`config.mk`:
```
export PLATFORM = sky130hd
export DESIGN_NAME = vga_scan_gen
export DESIGN_NICKNAME = d
export VERILOG_FILES = /design/src/rtl/vga_pkg.sv /design/src/rtl/vga_axis_counter.sv /design/src/rtl/vga_scan_gen.sv
export SDC_FILE = /design/constraint.sdc
export NUM_CORES = 1
export LEC_CHECK = 0
export CAP_MARGIN = 20
export CORE_UTILIZATION = 30
export CTS_BUF_LIST = sky130_fd_sc_hd__clkbuf_4 sky130_fd_sc_hd__clkbuf_8
export CTS_CLUSTER_DIAMETER = 100
export DETAILED_ROUTE_END_ITERATION = 16
export GPL_TIMING_DRIVEN = 0
export PLACE_DENSITY_LB_ADDON = 0.3
export SYNTH_ARGS = -nofsm -noshare
export SYNTH_HDL_FRONTEND = slang
export SYNTH_HIERARCHICAL = 1
export SYNTH_SLANG_ARGS = --single-unit
export TNS_END_PERCENT = 30
```
`constraint.sdc`:
```
create_clock -name Clk -period 5.5 [get_ports Clk]
set_clock_uncertainty 0.1 [all_clocks]
set_input_delay 1.1 -clock Clk [delete_from_list [all_inputs] [get_ports Clk]]
set_output_delay 1.1 -clock Clk [all_outputs]
set_load 0.005 [all_outputs]
```
`src/rtl/vga_pkg.sv`:
```
// Shared scan-controller state encoding and the 640x480@60 default timing.
package vga_pkg;

    typedef enum logic [1:0] {
        ST_IDLE  = 2'd0,
        ST_RUN   = 2'd1,
        ST_DRAIN = 2'd2
    } scan_state_t;

    localparam int DEF_H_ACTIVE = 640;
    localparam int DEF_H_FP     = 16;
    localparam int DEF_H_SYNC   = 96;
    localparam int DEF_H_BP     = 48;
    localparam int DEF_V_ACTIVE = 480;
    localparam int DEF_V_FP     = 10;
    localparam int DEF_V_SYNC   = 2;
    localparam int DEF_V_BP     = 33;

endpackage

```
`src/rtl/vga_axis_counter.sv`:
```
// One raster axis: wrapping position counter with active/sync decode.
module vga_axis_counter #(
    parameter int ACTIVE = 640,
    parameter int FP     = 16,
    parameter int SYNC   = 96,
    parameter int BP     = 48
) (
    input  logic                                   clk,
    input  logic                                   rst_i,
    input  logic                                   adv_i,
    output logic [$clog2(ACTIVE+FP+SYNC+BP)-1:0]   count_o,
    output logic                                   active_o,
    output logic                                   sync_o,
    output logic                                   wrap_o
);

    localparam int TOTAL = ACTIVE + FP + SYNC + BP;
    localparam int CW    = $clog2(TOTAL);
    localparam logic [CW-1:0] LAST = CW'(TOTAL - 1);

    logic [CW-1:0] cnt_q, cnt_d;
    logic          at_last;

    assign at_last = (cnt_q == LAST);

    always_comb begin
        cnt_d = cnt_q;
        if (adv_i)
            cnt_d = at_last ? '0 : cnt_q + 1'b1;
    end

    always_ff @(posedge clk) begin
        if (rst_i)
            cnt_q <= '0;
        else
            cnt_q <= cnt_d;
    end

    // Decode in 32 bits so a zero back porch cannot overflow the bounds.
    assign count_o  = cnt_q;
    assign wrap_o   = adv_i && at_last;
    assign active_o = 32'(cnt_q) < ACTIVE;
    assign sync_o   = (32'(cnt_q) >= ACTIVE + FP) && (32'(cnt_q) < ACTIVE + FP + SYNC);

endmodule

```
`src/rtl/vga_scan_gen.sv`:
```
// VGA raster generator: pixel-rate divider, run/drain control, two-stage
// request/colour pipeline with syncs aligned to the returned colour.
module vga_scan_gen
    import vga_pkg::*;
#(
    parameter int   H_ACTIVE = DEF_H_ACTIVE,
    parameter int   H_FP     = DEF_H_FP,
    parameter int   H_SYNC   = DEF_H_SYNC,
    parameter int   H_BP     = DEF_H_BP,
    parameter int   V_ACTIVE = DEF_V_ACTIVE,
    parameter int   V_FP     = DEF_V_FP,
    parameter int   V_SYNC   = DEF_V_SYNC,
    parameter int   V_BP     = DEF_V_BP,
    parameter logic HS_POL   = 1'b0,
    parameter logic VS_POL   = 1'b0,
    parameter int   RW       = 3,
    parameter int   GW       = 3,
    parameter int   BW       = 2,
    parameter int   PIX_DIV  = 2
) (
    input  logic                          Clk,
    input  logic                          Reset,
    input  logic                          Enable,
    input  logic [RW+GW+BW-1:0]           PixelData,
    output logic                          PixelReq,
    output logic [$clog2(H_ACTIVE)-1:0]   PixelX,
    output logic [$clog2(V_ACTIVE)-1:0]   PixelY,
    output logic [RW-1:0]                 Red,
    output logic [GW-1:0]                 Green,
    output logic [BW-1:0]                 Blue,
    output logic                          HS,
    output logic                          VS,
    output logic                          FrameStart
);

    localparam int HW = $clog2(H_ACTIVE + H_FP + H_SYNC + H_BP);
    localparam int VW = $clog2(V_ACTIVE + V_FP + V_SYNC + V_BP);
    localparam int XW = $clog2(H_ACTIVE);
    localparam int YW = $clog2(V_ACTIVE);
    localparam int DW = (PIX_DIV > 1) ? $clog2(PIX_DIV) : 1;

    scan_state_t    state_q, state_d;
    logic [DW-1:0]  div_q, div_d;
    logic           running, tick, adv;
    logic [HW-1:0]  hcnt;
    logic [VW-1:0]  vcnt;
    logic           h_act, h_sync, h_wrap;
    logic           v_act, v_sync, v_wrap;

    // Stage 1 (request) and stage 2 (colour/sync) registers.
    logic           req_q, fs_q, act_q, hsf_q, vsf_q;
    logic [XW-1:0]  x_q;
    logic [YW-1:0]  y_q;
    logic [RW-1:0]  r_q;
    logic [GW-1:0]  g_q;
    logic [BW-1:0]  b_q;
    logic           hs_q, vs_q;

    assign running = (state_q != ST_IDLE);
    assign tick    = (div_q == DW'(PIX_DIV - 1));
    assign adv     = running && tick;

    always_comb begin
        div_d = div_q;
        if (running)
            div_d = tick ? '0 : div_q + 1'b1;
    end

    always_comb begin
        state_d = state_q;
        case (state_q)
            ST_IDLE:  if (Enable) state_d = ST_RUN;
            ST_RUN:   if (!Enable) state_d = ST_DRAIN;
            ST_DRAIN: begin
                if (Enable)      state_d = ST_RUN;
                else if (v_wrap) state_d = ST_IDLE;
            end
            default:  state_d = ST_IDLE;
        endcase
    end

    always_ff @(posedge Clk) begin
        if (Reset) begin
            state_q <= ST_IDLE;
            div_q   <= '0;
        end else begin
            state_q <= state_d;
            div_q   <= div_d;
        end
    end

    vga_axis_counter #(.ACTIVE(H_ACTIVE), .FP(H_FP), .SYNC(H_SYNC), .BP(H_BP)) u_h (
        .clk(Clk), .rst_i(Reset), .adv_i(adv),
        .count_o(hcnt), .active_o(h_act), .sync_o(h_sync), .wrap_o(h_wrap)
    );

    vga_axis_counter #(.ACTIVE(V_ACTIVE), .FP(V_FP), .SYNC(V_SYNC), .BP(V_BP)) u_v (
        .clk(Clk), .rst_i(Reset), .adv_i(h_wrap),
        .count_o(vcnt), .active_o(v_act), .sync_o(v_sync), .wrap_o(v_wrap)
    );

    always_ff @(posedge Clk) begin
        if (Reset) begin
            req_q <= 1'b0; fs_q  <= 1'b0; x_q   <= '0;    y_q   <= '0;
            act_q <= 1'b0; hsf_q <= 1'b0; vsf_q <= 1'b0;
            r_q   <= '0;   g_q   <= '0;   b_q   <= '0;
            hs_q  <= ~HS_POL; vs_q <= ~VS_POL;
        end else begin
            req_q <= adv && h_act && v_act;
            fs_q  <= adv && (hcnt == '0) && (vcnt == '0);
            if (adv) begin
                x_q   <= hcnt[XW-1:0];
                y_q   <= vcnt[YW-1:0];
                act_q <= h_act && v_act;
                hsf_q <= h_sync;
                vsf_q <= v_sync;
                // Stage 2 consumes the data answering the previous tick's request.
                r_q   <= act_q ? PixelData[RW+GW+BW-1 -: RW] : '0;
                g_q   <= act_q ? PixelData[GW+BW-1 -: GW]    : '0;
                b_q   <= act_q ? PixelData[BW-1:0]           : '0;
                hs_q  <= ~(hsf_q ^ HS_POL);
                vs_q  <= ~(vsf_q ^ VS_POL);
            end else if (!running) begin
                act_q <= 1'b0; hsf_q <= 1'b0; vsf_q <= 1'b0;
                r_q   <= '0;   g_q   <= '0;   b_q   <= '0;
                hs_q  <= ~HS_POL; vs_q <= ~VS_POL;
            end
        end
    end

    assign PixelReq   = req_q;
    assign FrameStart = fs_q;
    assign PixelX     = x_q;
    assign PixelY     = y_q;
    assign Red        = r_q;
    assign Green      = g_q;
    assign Blue       = b_q;
    assign HS         = hs_q;
    assign VS         = vs_q;

endmodule

```
==> summary.md <==
| Metric | Value |
|---|---|
| Layout cell share with drive strength beyond 1 | `0.1324` |
| DRT Wirelength | `5575 um` |
| Final nets | `350` |
| Post-synthesis sequential area ratio | `0.4644` |
| Final Slew Violations | `0` |
| Chip height | `92.51 um` |
| Port Buffers | `41` |
| Post-CTS setup buffers | `0` |
| Largest net degree at the start of global routing | `11` |
| TNS Setup | `0 ns` |
| Largest buffer count on any clock path | `2` |
| Critical Path End Type | `flop` |
| Minimum clock period | `around 2.6 ns` |
| Worst hold path class | `flop to flop` |
| Fin crit share | `0.4752` |
| Critical path buffers and inverters | `5` |
| DRT Pass-1 Iters | `4` |
| Wire length per cell | `12.61 um` |
| Register-to-Register Path Depth | `11` |
| Max FO, Critical Path | `10` |
| Final Hold Vio Count | `0` |
| Syn Std Cell Area | `2457 um2` |
| Number of global-route vias before repair | `just over 2,000` |
| Starting DRT DRC Count | `80` |
| GP Congestion | `0.7934` |
| First-pass GRT wire length | `9266 um` |
| Outcome | `finished, final reports clean` |
| CTS H-Tree Depth | `3` |
| I/O Pins | `42` |
| CP Class | `flop to flop` |
| Avg Inst Size Synth | `8.683 um2` |
| Yosys warns | `6` |
| Num rows | `32` |
| Leakage Power | `approximately 1.1 nW` |
| Slowest stage delay, CP | `approximately 0.46 ns` |
| Total clock sinks | `57` |
| Async set-reset flop share out of synthesis | `0` |
| Pwr dens | `278.5 nW/um2` |
| Post-synth EDFFs | `0` |
| Die ar. | `8557 um2` |
| N_diodes | `0` |
| Initial core utilization | `0.3147` |
| CTS tree | `built` |
| Data arrival, critical path | `2.80 ns` |
| CP Launch Type | `flop` |
| Num CTS Buffers | `9` |
| Max-cap viol count | `0` |
| Routed Antenna Nets | `0` |
| Cell variety after synth | `between 40 and 50` |
| Final Setup Violations | `0` |
| Tightest Pin Transition | `0.4837 ns` |
| Worst-Skew Late Latency | `between 0.3 and 0.4 ns` |
| Root Driver | `clkbuf_8` |
| Critical path cell sequence | `buf_4, o21ai_4, inv_2, buf_6, buf_4, nand4_2, nor3_1, buf_2, nand4_2, or4_4, a21oi_2` |
| Die X-Extent | `just over 90 um` |
| Synth-to-layout area growth | `30.60%` |
| Core area | `7807 um2` |
| CP max-delay cell | `or4_4` |
| Req. time, crit path | `5.69 ns` |
| Unrepaired setup endpoints after global routing | `false` |
| Worst hold stages | `2` |
| Cell count along the critical path | `11` |
| Number of gates resized after cts | `0` |
| Syn_nets | `298` |
| CP delay by family, top | `simple AND/OR/NAND/NOR gates` |
| Hold Buf Count CTS | `0` |
| Vias per cell | `4.747` |
| Vias | `about 2,100` |
| Yosys reg bits | `57` |
| Synth Instances | `between 200 and 300` |
| Drc violations | `0` |
| Max VDD drop | `~0.11 mV` |
| Antenna violations before repair | `0` |
| Main synth FF type | `dfxtp_1` |
| GRT Overall Usage | `0.1391` |
| Final total power | `a little under 0.9 mW` |
| FMAX | `382.6 MHz` |
| Gr ovfl total | `0` |
| Clk slew on worst S/H paths | `0.07 ns` |
| Max_slew headroom | `0.6775` |
| HPWL Detailed | `approximately 4000 um` |
==> area by class of cell <==
class / instances / area [um2]
inverters: 8 / 30.03
clock inverters: 6 / 82.58
repair buffers: 41 / 410.4
well taps: 102 / 127.6
clock buffers: 10 / 131.4
plain buffers: 15 / 101.3
multi-input cells: 203 / 1185
fillers: 803 / 4598
flip-flops and latches: 57 / 1141
==> placed cells by master (no fill, tap or decap), drive strengths merged <==
cell type,synthesis,final
dfxtp,57,57
nand2,49,49
clkdlybuf4s50,0,41
a21oi,36,36
nor2,23,23
buf,13,13
clkbuf,2,12
nor2b,9,9
nor3,9,9
o21ai,9,9
inv,8,8
nand3,7,7
nand4,7,7
nor4,6,6
o31ai,6,6
mux2i,5,5
xor2,5,5
or3,5,5
or4,5,5
ha,4,4
nand2b,3,3
clkinv,0,3
xnor2,3,3
bufinv,0,2
nand4b,2,2
and3,2,2
o21bai,1,1
and2,1,1
a211oi,1,1
clkinvlp,0,1
or2,1,1
o211ai,1,1
a31oi,1,1
and4bb,1,1
a31o,1,1
==> cells by family after synthesis <==
group                    after synthesis  share of synthesized area
flip-flops                            57                     0.4644
XOR/XNOR                               8                    0.02851
AND/OR/NAND/NOR                      130                     0.2744
multiplexers                           5                    0.02037
buffers and inverters                 23                    0.05346
AO/OA/AOI/OAI                         56                     0.1385
adder cells (fa/ha/maj)                4                    0.02037
==> routing by layer <==
metal	track usage	vias up	share of wire
met3	0.04105	12	0.051
met5	0	-	0
met2	0.2179	43	0.46
met4	0.08203	0	0.022
li1	-	1080	-
met1	0.1678	963	0.47
==> tightest hold or removal path, stage by stage, from the launching register on <==
cell,delay [ns]
dfxtp_1,0.31
nand2_1,0.05
a21oi_1,0.05
==> path summary, 6_finish.rpt <==
check                                       to  slack (ns)       from
worst min-delay path                 PixelY[6]        0.35  PixelY[6]
worst max-delay path            u_v/count_o[9]        2.89      div_q
worst max register to register  u_v/count_o[9]        2.89      div_q
worst min register to register       PixelY[6]        0.35  PixelY[6]
==> synthesized netlist by cell type, types with 6 or more instances <==
| cell type | n | share of area |
|---|---|---|
| a21oi_1 | 34 | 0.069 |
| buf_2 | 6 | 0.012 |
| dfxtp_1 | 57 | 0.46 |
| inv_1 | 7 | 0.011 |
| nand2_1 | 49 | 0.075 |
| nand3_1 | 7 | 0.014 |
| nor2_1 | 23 | 0.035 |
| nor2b_1 | 9 | 0.023 |
| nor3_1 | 8 | 0.016 |
| o21ai_0 | 8 | 0.016 |
==> state kept, by name (all words and copies together), names as in the netlist, 2 cells and up <==
register / cells
u_h/count_o: 10
state_q: 2
Red: 3
Green: 3
PixelY: 9
u_v/count_o: 10
PixelX: 10
Blue: 2
==> power by group <==
group	internal, mW	switching (mW)	total, mW
Sequential	0.416	0.00478	0.421
Clock	0.257	0.173	0.430
Combinational	0.0195	0.0229	0.0424
==> metrics by stage <==
stage	setup slack (ns)	utilization	hold slack (ns)	cells	area, um2
after floorplan	3.219	-	0.3345	283	2457
after global placement	2.732	0.3837	0.3467	426	2995
after detailed placement	2.724	0.3837	0.3498	426	2995
after CTS	2.894	0.4111	0.3576	442	3209
after global routing	2.622	0.4111	0.3790	442	3209
final	2.886	0.4111	0.3543	442	3209
(Power assumes the default switching activity.)
